<file path="config.mk">
export PLATFORM = sky130hd
export DESIGN_NAME = pixel_packer
export DESIGN_NICKNAME = d
export VERILOG_FILES = /design/src/rtl/pixel_packer_pkg.sv /design/src/rtl/pixel_packer_sync_fifo.sv /design/src/rtl/pixel_packer.sv
export SDC_FILE = /design/constraint.sdc
export NUM_CORES = 1
export LEC_CHECK = 0
export ABC_AREA = 1
export BUFFER_PORTS_ARGS = -buffer_cell sky130_fd_sc_hd__buf_2
export CAP_MARGIN = 40
export CORE_UTILIZATION = 26
export DETAILED_ROUTE_END_ITERATION = 10
export PLACE_DENSITY = 0.49
export SLEW_MARGIN = 20
export SYNTH_ARGS = -nofsm -noshare
export SYNTH_HDL_FRONTEND = slang
export SYNTH_SLANG_ARGS = --single-unit
export TNS_END_PERCENT = 100
</file>
<file path="constraint.sdc">
create_clock -name clk -period 2 [get_ports clk]
set_clock_uncertainty 0.05 [all_clocks]
set_input_delay 0.1 -clock clk [delete_from_list [all_inputs] [get_ports clk]]
set_output_delay 0.1 -clock clk [all_outputs]
set_load 0.005 [all_outputs]
</file>
<file path="src/rtl/pixel_packer_pkg.sv">
// Shared GPU constants: core-array geometry and pixel packer defaults.
package pixel_packer_pkg;

  // Core array geometry (the producer of the serial result bits).
  localparam int CORE_ROWS = 8;
  localparam int CORE_COLS = 8;

  // Pixel packer defaults and their derived widths.
  localparam int PIXEL_BITS_DEF = 2;
  localparam int FIFO_DEPTH_DEF = 4;
  localparam int FIFO_PTR_W_DEF = $clog2(FIFO_DEPTH_DEF);
  localparam int FIFO_LVL_W_DEF = FIFO_PTR_W_DEF + 1;

  // Width of a counter that must hold 0..pixel_bits-1 (at least 1 bit).
  function automatic int cnt_width(input int pixel_bits);
    return $clog2(pixel_bits + 1);
  endfunction

endpackage

</file>
<file path="src/rtl/pixel_packer_sync_fifo.sv">
// Small synchronous FIFO with occupancy level and a synchronous clear.
module sync_fifo
  import pixel_packer_pkg::*;
#(
  parameter int WIDTH = PIXEL_BITS_DEF,
  parameter int DEPTH = FIFO_DEPTH_DEF
) (
  input  logic                       clk,
  input  logic                       reset,
  input  logic                       clear,
  input  logic                       push,
  input  logic                       pop,
  input  logic [WIDTH-1:0]           din,
  output logic [WIDTH-1:0]           dout,
  output logic                       empty,
  output logic                       full,
  output logic [$clog2(DEPTH):0]     level
);

  localparam int PTR_W = $clog2(DEPTH);
  localparam int LVL_W = PTR_W + 1;

  logic [WIDTH-1:0] mem [DEPTH];
  logic [PTR_W-1:0] wr_ptr;
  logic [PTR_W-1:0] rd_ptr;
  logic             do_push;
  logic             do_pop;

  assign empty = (level == '0);
  assign full  = (level == LVL_W'(DEPTH));
  assign dout  = mem[rd_ptr];

  // A push into a full FIFO is only accepted when a pop frees a slot this cycle.
  always_comb begin
    do_pop  = pop && !empty;
    do_push = push && (!full || do_pop);
  end

  // Pointer and level bookkeeping; clear wins over any push or pop.
  always_ff @(posedge clk or negedge reset) begin
    if (!reset) begin
      wr_ptr <= '0;
      rd_ptr <= '0;
      level  <= '0;
    end else if (clear) begin
      wr_ptr <= '0;
      rd_ptr <= '0;
      level  <= '0;
    end else begin
      if (do_push) wr_ptr <= wr_ptr + PTR_W'(1);
      if (do_pop)  rd_ptr <= rd_ptr + PTR_W'(1);
      if (do_push && !do_pop)      level <= level + LVL_W'(1);
      else if (do_pop && !do_push) level <= level - LVL_W'(1);
    end
  end

  // Storage; reset to zero so the head reads as zero while in reset.
  always_ff @(posedge clk or negedge reset) begin
    if (!reset) begin
      for (int i = 0; i < DEPTH; i++) mem[i] <= '0;
    end else if (!clear && do_push) begin
      mem[wr_ptr] <= din;
    end
  end

endmodule

</file>
<file path="src/rtl/pixel_packer.sv">
// Packs the core array's serial result bits (MSB first) into pixels and
// buffers them for the VGA stage.
//
// Output handshake: pixel_data is offered while pixel_valid=1 and is held
// stable until the cycle where pixel_valid=1 and pixel_ready=1, which pops
// it; pixel_ready while pixel_valid=0 does nothing.
module pixel_packer
  import pixel_packer_pkg::*;
#(
  parameter int PIXEL_BITS = PIXEL_BITS_DEF,
  parameter int FIFO_DEPTH = FIFO_DEPTH_DEF
) (
  input  logic                          clk,
  input  logic                          reset,
  input  logic                          bit_valid,
  input  logic                          bit_in,
  input  logic                          flush,
  input  logic                          clear_overflow,
  output logic [PIXEL_BITS-1:0]         pixel_data,
  output logic                          pixel_valid,
  input  logic                          pixel_ready,
  output logic [$clog2(FIFO_DEPTH):0]   fill_level,
  output logic                          overflow
);

  localparam int CNT_W = cnt_width(PIXEL_BITS);

  logic [CNT_W-1:0]      bit_cnt;
  logic [PIXEL_BITS-1:0] partial;
  logic [PIXEL_BITS-1:0] shifted;
  logic                  last_bit;
  logic                  push_req;
  logic                  pop_req;
  logic                  fifo_empty;
  logic                  fifo_full;
  logic                  drop;

  assign pixel_valid = !fifo_empty;

  // Shift-in view of the partial pixel and the push/pop/drop decisions.
  always_comb begin
    shifted    = partial << 1;
    shifted[0] = bit_in;
    last_bit   = bit_valid && (bit_cnt == CNT_W'(PIXEL_BITS - 1));
    push_req   = last_bit && !flush;
    pop_req    = pixel_valid && pixel_ready && !flush;
    drop       = push_req && fifo_full && !pop_req;
  end

  // Serial-to-parallel shifter; a completed pixel leaves and the shifter restarts.
  always_ff @(posedge clk or negedge reset) begin
    if (!reset) begin
      bit_cnt <= '0;
      partial <= '0;
    end else if (flush) begin
      bit_cnt <= '0;
      partial <= '0;
    end else if (bit_valid) begin
      if (last_bit) begin
        bit_cnt <= '0;
        partial <= '0;
      end else begin
        bit_cnt <= bit_cnt + CNT_W'(1);
        partial <= shifted;
      end
    end
  end

  // Sticky overflow: a new drop outranks a clear in the same cycle.
  always_ff @(posedge clk or negedge reset) begin
    if (!reset) overflow <= 1'b0;
    else        overflow <= drop || (overflow && !clear_overflow);
  end

  sync_fifo #(
    .WIDTH (PIXEL_BITS),
    .DEPTH (FIFO_DEPTH)
  ) u_fifo (
    .clk   (clk),
    .reset (reset),
    .clear (flush),
    .push  (push_req),
    .pop   (pop_req),
    .din   (shifted),
    .dout  (pixel_data),
    .empty (fifo_empty),
    .full  (fifo_full),
    .level (fill_level)
  );

endmodule

</file>
==> results.cfg <==
[power_and_ir_drop]
ir_worst_vdd_mv = 0.246
power.share.combinational_pct = 36.1
power.internal_uw = 788
p_per_area_nw_per_um2 = 977
p_leak_uw = 0.000622
switching_share_pct = 36.2
pwr-share-clk_pct = 22.3
pwr-share-seq_pct = 41.7
p_switching_uw = 448
total_power_uw = 1240

[routing]
dr.pass1.iters = 4
finalWirelength_um = 2160
viasPerCell = 4.35
drt.antenna.violating_nets = 0
wl_per_cell_um = 11.2
drc = 0
dr_total_vias = 836
drt-initial-drc-count = 28

[critical_path]
r2r-end = u_fifo.level[2]
slowest_stage = dfrtp_1
timing.critical_path.from_type = register
regToRegStartpoint = u_fifo.level[1]
path_class = reg -> reg
cp_max_fo = 4
critPathArrivalTime_ns = 1.98
crit_path_end_kind = register
crit_buf_inv = 2
rrSetupSlack_ns = 0.12
path_delay_family = simple AND/OR/NAND/NOR gates
cp_slowest_stage_delay_ns = 0.44
required_ns = 2.11
cp_common_cell = nand2_1
crit_chain = nor2_4 -> nand2_1 -> nand2_2 -> nand3_2 -> inv_1 -> fa_2 -> xor2_2 -> nand4_1 -> nand2_1 -> inv_1 -> nand2_1 -> nand2_1
cp.depth = 12
startpoint = u_fifo.level[1]
ff2ff_path_depth = 12

[synth]
syn_nets = 134
netlist.area_leader.share_pct = 46.0
ys_ff_latch = 19
yosys.area.top_type = dfrtp_1
netlist_instances = 122
netlist_area_um2 = 1030
synth_edf_count = 0
synth_ff_type = dfrtp_1
ys_seq_area_share_pct = 46.0
synthTopCellsByArea = dfrtp_1 (46%), nand2_1 (10%), inv_1 (6.2%)
syn_area_per_cell_um2 = 8.47
yosysWarnings = 0
ys_async_sr_fraction_pct = 100
synth_common_cells = nand2_1 (28), dfrtp_1 (19), inv_1 (17)
synth_cell_type_count = 23
synthMostInstantiatedCell = nand2_1

[grt]
grt_pass1_vias = 839
antenna_found_initial = 0
grt_remaining_overflow = 0
grt_usage_pct = 11.8
grt_pass1_wl_um = 3740
grt_start_max_net_pins = 20

[cts]
post_cts_buffers = 0
clock_path_buffers = 2
clkTransAtPathRegs_ns = 0.08
cts_sinks = 19
cts_buffers = 3
cts_tree = done
clockRootBuffer = clkbuf_8
htreeDepth = 1
clkLatencyLatePin_ns = 0.26

[timing]
relSlewSlack_pct = 69.6
fin_tns_setup_ns = 0
period_share_pct = 93.8
worst_pin_slew_ns = 0.455
setup_violations = 0
fmax_mhz = 533
hold_viol = 0
finalMaxSlewViolations = 0
period_needed_ns = 1.88

[layout]
nNetsFinal = 157
antenna_cells = 0
fin_util_pct = 33.8
syn2layout_area_growth_pct = 22.4
seqCellArea_um2 = 477
multiInputGateArea_um2 = 504
fillers = 438
final_layout_size_suffix_gt1_share_pct = 26.4

[min_path]
hold-path-cell-count = 2
min_to = partial[0]
hold_start = bit_valid
hold_path.class = in -> reg

[floorplan]
initial_utilization_pct = 27.6
rows = 22
chipWidth_um = 65.0
dieHeight_um = 65.0
io_pins = 14
core_area_um2 = 3740
die_area_um2 = 4230

[place]
place_congestion = 0.858
io_buffers = 13
dp_hpwl_um = 1670

[flow_run]
cap_violations = 0

[status]
status = finished, final reports clean
power by group through the flow:
stage | logic, µW | registers (µW) | clock network (µW)
final | 446 | 515 | 275
after detailed placement | 423 | 516 | 0
after floorplan | 265 | 513 | 0
after CTS | 428 | 509 | 284
after global routing | 511 | 526 | 292
after global placement | 419 | 511 | 0
worst max path at each step:
stage,endpoint,slack (ns)
2_1_floorplan,u_fifo.level[2],0.16
3_3_place_gp,u_fifo.level[2],0.18
3_5_place_dp,u_fifo.level[2],0.06
4_1_cts,u_fifo.level[2],0.04
5_1_grt,u_fifo.level[2],-0.01
6_report,u_fifo.level[2],0.12
layout make-up:
| type | instances | share of cell area, % |
|---|---|---|
| Tap cell | 48 | 4.75 |
| Inverter | 19 | 5.64 |
| Multi-Input combinational cell | 84 | 39.9 |
| Sequential cell | 19 | 37.7 |
| Timing Repair Buffer | 18 | 8.51 |
| Clock buffer | 4 | 3.56 |
flip-flops by register name, indices dropped and copies added, names as in the netlist:
name and cells:
u_fifo.mem 8, overflow 1, partial 1, bit_cnt 2, u_fifo.level 3, u_fifo.wr_ptr 2
u_fifo.rd_ptr 2
metrics by stage:
stage               hold WS (ns)  setup WS [ns]  cells  area, µm²
CTS                       0.0111         0.0387    192       1250
global route              0.0358        -0.0145    192       1260
finish                    0.0155          0.125    192       1260
detailed placement        0.0254         0.0635    186       1180
global placement          0.0168          0.180    186       1180
floorplan                 -0.246          0.159    122       1030
cells by family (layout without fill, tap and decap cells):
family	after synthesis	count (layout)	synth area share, %
DFF	19	19	46.0
and+or+nand+nor	53	53	25.8
buffers and inverters	19	41	6.90
adders and majority gates	5	5	6.78
xor gates and xnor gates	1	1	0.848
AOI/OAI and AO/OA	25	25	13.7
cell usage in the layout, fill, tap and decap left out, drive strengths merged:
| master | Yosys | layout |
|---|---|---|
| o21ai | 13 | 13 |
| a211oi | 1 | 1 |
| nor2 | 14 | 14 |
| dlygate4sd3 | 0 | 2 |
| nand3 | 3 | 3 |
| nand4 | 1 | 1 |
| inv | 19 | 19 |
| xor2 | 1 | 1 |
| o21a | 4 | 4 |
| nand2 | 33 | 33 |
| buf | 0 | 16 |
| o22ai | 3 | 3 |
| fa | 1 | 1 |
| dfrtp | 19 | 19 |
| clkbuf | 0 | 4 |
| nor3 | 2 | 2 |
| ha | 4 | 4 |
| a21oi | 4 | 4 |
per-layer routing:
metal | vias to the layer above | global-route usage (%) | part of all wire [%]
li1 | 432 | - | -
met1 | 392 | 13.7 | 45
met2 | 8 | 21.5 | 51
met3 | 4 | 1.06 | 1.7
met4 | 0 | 5.71 | 1.9
met5 | - | 0 | 0
timing repair:
action | CTS | global route
hold endpoints to repair | 20 | 0
resized for setup | 0 | 5
endpoints found under the setup margin | 0 | 1
hold buffers | 2 | 0
No activity file was read; power rests on OpenSTA's default activity.
